## src/rtl/trap_ctrl.sv

```systemverilog
// Machine-interrupt / mret sequencer: drains the pipeline, pulses the csr_reg trap inputs
// and redirects fetch to the trap vector or to mepc.
module trap_ctrl #(
    parameter int unsigned VECTORED_EN = 1,
    parameter int unsigned RET_HOLDOFF = 2
) (
    input  logic        clk,
    input  logic        reset,
    input  logic [31:0] mip,
    input  logic [31:0] mie,
    input  logic        MIE,
    input  logic [31:0] mtvec,
    input  logic [31:0] mepc,
    input  logic        mret_valid,
    input  logic        pipe_ready,
    input  logic [31:0] pipe_pc,
    output logic        flush,
    output logic        int_action,
    output logic        ret_action,
    output logic        hw_int,
    output logic [4:0]  int_code,
    output logic [31:0] current_pc,
    output logic        redirect,
    output logic [31:0] redirect_pc,
    output logic        busy
);
    // state | meaning
    // IDLE  | waiting for an eligible interrupt or an mret
    // DRAIN | flushing, waiting for pipe_ready; aborts if the source goes away
    // TAKE  | one-cycle interrupt pulse and redirect to the trap vector
    // RET   | one-cycle mret pulse and redirect to mepc
    typedef enum logic [1:0] {S_IDLE, S_DRAIN, S_TAKE, S_RET} state_t;

    state_t      r_state;
    state_t      w_next;
    logic [4:0]  r_code;
    logic [31:0] r_pc;
    logic [3:0]  r_holdoff;

    logic [31:0] w_elig;
    logic        w_any;
    logic [4:0]  w_code;
    logic        w_still;
    logic [3:0]  w_hold_nxt;
    logic [31:0] w_base;

    logic        w_flush_nxt;
    logic        w_int_nxt;
    logic        w_ret_nxt;
    logic [4:0]  w_code_nxt;
    logic        w_redirect_nxt;
    logic        w_busy_nxt;

    assign w_elig  = mip & mie & {32{MIE}};
    assign w_any   = w_elig[11] | w_elig[3] | w_elig[7];
    assign w_still = w_elig[r_code];
    assign w_base  = {mtvec[31:2], 2'b00};

    always_comb begin
        w_code = 5'd0;
        if (w_elig[11])
            w_code = 5'd11;
        else if (w_elig[3])
            w_code = 5'd3;
        else if (w_elig[7])
            w_code = 5'd7;
    end

    always_comb begin
        w_hold_nxt = 4'd0;
        if (r_state == S_RET)
            w_hold_nxt = 4'(RET_HOLDOFF);
        else if (r_holdoff != 4'd0)
            w_hold_nxt = r_holdoff - 4'd1;
    end

    always_ff @(posedge clk) begin
        if (reset) begin
            r_state   <= S_IDLE;
            r_code    <= 5'd0;
            r_pc      <= 32'd0;
            r_holdoff <= 4'd0;
        end else begin
            r_state   <= w_next;
            r_holdoff <= w_hold_nxt;
            if (r_state == S_IDLE && w_next == S_DRAIN)
                r_code <= w_code;
            if (r_state == S_DRAIN && w_next == S_TAKE)
                r_pc <= pipe_pc;
        end
    end

    always_comb begin
        w_next = r_state;
        case (r_state)
            S_IDLE: begin
                if (w_any && r_holdoff == 4'd0)
                    w_next = S_DRAIN;
                else if (mret_valid)
                    w_next = S_RET;
            end
            S_DRAIN: begin
                if (!w_still)
                    w_next = S_IDLE;
                else if (pipe_ready)
                    w_next = S_TAKE;
            end
            S_TAKE:  w_next = S_IDLE;
            S_RET:   w_next = S_IDLE;
            default: w_next = S_IDLE;
        endcase
    end

    // Outputs are decoded from the next state so they register on the same edge as the state.
    always_comb begin
        w_flush_nxt    = (w_next != S_IDLE);
        w_int_nxt      = (w_next == S_TAKE);
        w_ret_nxt      = (w_next == S_RET);
        w_code_nxt     = (w_next == S_TAKE) ? r_code : 5'd0;
        w_redirect_nxt = (w_next == S_TAKE) || (w_next == S_RET);
        w_busy_nxt     = (w_next != S_IDLE) || (w_hold_nxt != 4'd0);
    end

    always_ff @(posedge clk) begin
        if (reset) begin
            flush      <= 1'b0;
            int_action <= 1'b0;
            ret_action <= 1'b0;
            hw_int     <= 1'b0;
            int_code   <= 5'd0;
            redirect   <= 1'b0;
            busy       <= 1'b0;
        end else begin
            flush      <= w_flush_nxt;
            int_action <= w_int_nxt;
            ret_action <= w_ret_nxt;
            hw_int     <= w_int_nxt;
            int_code   <= w_code_nxt;
            redirect   <= w_redirect_nxt;
            busy       <= w_busy_nxt;
        end
    end

    assign current_pc = r_pc;

    always_comb begin
        redirect_pc = w_base;
        if (r_state == S_RET)
            redirect_pc = mepc;
        else if (VECTORED_EN != 0 && mtvec[1:0] == 2'b01)
            redirect_pc = w_base + {25'd0, r_code, 2'b00};
    end
endmodule
```

## config.mk

```make
export PLATFORM = sky130hd
export DESIGN_NAME = trap_ctrl
export DESIGN_NICKNAME = d
export VERILOG_FILES = /design/src/rtl/trap_ctrl.sv
export SDC_FILE = /design/constraint.sdc
export NUM_CORES = 1
export LEC_CHECK = 0
export ABC_AREA = 1
export BUFFER_PORTS_ARGS = -buffer_cell sky130_fd_sc_hd__buf_2
export CAP_MARGIN = 0
export CELL_PAD_IN_SITES_DETAIL_PLACEMENT = 1
export CELL_PAD_IN_SITES_GLOBAL_PLACEMENT = 1
export CORE_MARGIN = 2
export CORE_UTILIZATION = 29
export CTS_BUF_LIST = sky130_fd_sc_hd__clkbuf_8
export CTS_CLUSTER_SIZE = 24
export DETAILED_ROUTE_END_ITERATION = 6
export PLACE_DENSITY_LB_ADDON = 0.1
export REMOVE_ABC_BUFFERS = 1
export SLEW_MARGIN = 15
export SYNTH_ARGS = -nofsm -noshare
export SYNTH_HDL_FRONTEND = slang
export SYNTH_SLANG_ARGS = --single-unit
```

## constraint.sdc

```tcl
create_clock -name clk -period 3.5 [get_ports clk]
set_input_delay 0.525 -clock clk [delete_from_list [all_inputs] [get_ports clk]]
set_output_delay 0.525 -clock clk [all_outputs]
set_load 0.02 [all_outputs]
```

==> out/qor.yml <==
floorplanning:
  start_util_pct: 29.7
  io_pins: 240
  core_area_um2: 11400
  rows: 39
  die_h_um: 112
  die_x_um: 112
  die_area_um2: 12600
logic_synthesis:
  synth_ff_type: "dfxtp_1"
  yosysWarningCount: 0
  synth_common_cells: "nand2_1 (212), nand3_1 (76), inv_1 (51)"
  yosys-top-cells-area: "dfxtp_1 (29%), nand2_1 (23%), nand3_1 (11%), a21oi_1 (6.2%), inv_1 (5.6%)"
  synth-seq-area-share_pct: 28.9
  yosysUniqueCellTypes: 36
  syn_inst: 569
  synth-simple-area-share_pct: 44.8
  yosysTopAreaCellShare_pct: 28.9
  yosysMostFrequentCell: "nand2_1"
  synth_xor_area_share_pct: 1.55
  avgSynthCellArea_um2: 5.96
  syn_area_um2: 3390
  synth_top_area_cell: "dfxtp_1"
  synth_compound_area_share_pct: 11.7
  yosys_register_bits: 49
  synth-edff-count: 0
  synthMuxAreaShare_pct: 0
  async_flop_share_pct: 0
  synth_top_family_by_area: "simple AND/OR/NAND/NOR gates"
  synth-adder-area-share_pct: 2.07
finish:
  fillers: 1650
  layout-drive-gt1-share_pct: 28.6
  area_growth_pct: 32.8
  nNetsFinal: 918
run:
  max_cap_viol_count: 0
routing:
  dr.pass1.iters: 4
  drt.antenna.violating_nets: 0
  vias: 4269
  drt_wl_total_um: 12200
  wire_per_inst_um: 13.6
  first_iter_violations: 168
  drc: 0
  vias_per_cell: 4.78
cts:
  cts_tree: "done"
  insertion_delay_ns: 0.31
  cts_sinks: 49
  htree_num_levels: 2
  post-cts-setup-buffers: 0
  clock-root-buffer: "clkbuf_8"
  clockBufferDepth: 2
  cts_hold_buf: 0
  path_clk_slew_ns: 0.10
  cts_resized: 0
  cts_buffers: 5
power:
  irDropWorstVdd_uv: 191
  leakage_nw: 2.36
  power_density_nw_per_um2: 297
sta:
  setup_viol: 0
  hold_violations: 0
  finalHoldWorstSlack_ns: 0.464
  period_minus_slack_ns: 3.06
  rsz0062_at_grt: "false"
  fin_crit_sh_pct: 87.4
  clock_skew_ns: 0.0121
  fmax_mhz: 327
  slew_viol_final: 0
  fin_setup_tns_ns: 0
place:
  hpwl_um: 9790
  port_buffers: 190
  gp_congestion: 0.810
global_route:
  grt_usage_pct: 19.2
  grt_max_degree: 39
  grt_pass1_vias: 4275
  gr-total-overflow: 0
  grt_first_pass_wirelength_um: 20300
  antenna_found_initial: 1
worst_setup_path:
  crit_fanout: 6
  end_kind: "output pin"
  cp.arrival_ns: 2.53
  worstRegToRegCells: 11
  start_kind: "flip-flop"
  reg2reg_from: "r_code[2]"
  r2r_end: "flush"
  crit_required_ns: 2.97
  worst-setup-path-type: "reg2out"
  ff2ff_setup_slack_ns: 1.39
min_path:
  min_to: "current_pc[29]"
  min-delay-start: "current_pc[29]"
  holdCritPathClass: "reg2reg"
  hold_depth: 2
outcome:
  outcome: "completed"
[registers in the layout (all words and copies together) (netlist names)]
register and cells:
r_state 2, r_code 3, ret_action 1, r_holdoff 4, flush 1, busy 1
current_pc 32, int_code 3, redirect 1, hw_int 1
[worst max-delay path by stage]
stage                                  to       from
after global placement    redirect_pc[22]   mtvec[2]
after detailed placement  redirect_pc[22]   mtvec[2]
after CTS                 redirect_pc[30]  r_code[1]
after floorplan           redirect_pc[10]   mtvec[2]
after global routing      redirect_pc[30]  r_code[1]
final                     redirect_pc[30]  r_code[1]
[stage by stage]
step	setup WS [ns]	cell area, µm²	utilization (%)	cells	total power [mW]
4_1_cts	0.410	4500	39.4	892	1.36
5_1_grt	0.145	4500	39.4	892	1.43
6_report	0.442	4500	39.4	893	1.34
3_5_place_dp	0.604	4400	38.5	884	0.994
3_3_place_gp	0.612	4400	38.5	884	0.986
2_1_floorplan	0.792	3220	-	545	0.807
[layout by cell type, fill, tap and decap left out]
cell and count:
nand2_1 212, buf_2 190, nand3_1 76, inv_1 51
dfxtp_1 49, nor2_1 46, a21oi_1 42, o21ai_0 17
nor3_1 10, nand4_1 8, buf_4 6, clkbuf_8 5
xor2_1 4, ha_1 4, o21bai_1 3, a31oi_1 3
o31ai_1 2, xnor2_1 2, diode_2 1, a21oi_2 1
nor2_2 1, nor2_4 1, clkinv_1 1, nand3b_1 1
nand2_2 1, or2_2 1, inv_2 1, nand3_2 1
a21boi_4 1, nor3_4 1, nand2_4 1, a211oi_1 1
o2111ai_1 1, fa_1 1, conb_1 1, clkinv_4 1
inv_8 1, inv_6 1
[layer usage]
metal  vias to the layer above  part of all wire (%)  global-route usage [%]
li1                       2187                     -                       -
met1                      1975                    47                    25.4
met2                       105                    48                    33.6
met3                         2                   5.4                    3.24
met4                         0                  0.30                    2.85
met5                         -                     0                       0
[critical path, stage by stage (launching register included)]
cell     delay [ns]
dfxtp_1        0.47
ha_1           0.28
fa_1           0.22
nand2_1        0.08
nand2_1        0.07
nand2_1        0.08
a21oi_2        0.28
nand2_1        0.16
nor2_4         0.17
nand2_1        0.07
nand2_1        0.06
nand3_1        0.06
nand2_1        0.07
buf_2          0.16
[final cells by class]
type / count / area, µm² / area share (%)
multi-input combinational: 443 / 2050 / 45.5
timing repair buffer: 196 / 996 / 22.1
sequential: 49 / 981 / 21.8
inverter: 53 / 199 / 4.42
tap: 143 / 179 / 3.98
clock buffer: 5 / 68.8 / 1.53
clock inverter: 3 / 28.8 / 0.639
antenna: 1 / 2.50 / 0.0556
[power by group]
part | switching (mW) | total [mW] | internal [mW]
sequential | 0.0127 | 0.587 | 0.574
clock | 0.210 | 0.360 | 0.150
combinational | 0.251 | 0.392 | 0.140
total | 0.474 | 1.34 | 0.864
[logic make-up (layout without fill, tap and decap cells)]
kind of cell / after synthesis / in the layout
simple gates: 360 / 360
buf+inv: 77 / 257
flops: 49 / 49
fa+ha+maj: 5 / 5
xor+xnor: 6 / 6
compound gates: 71 / 71
other cells: 1 / 2
Note: power is estimated with default switching activity, not from simulation.
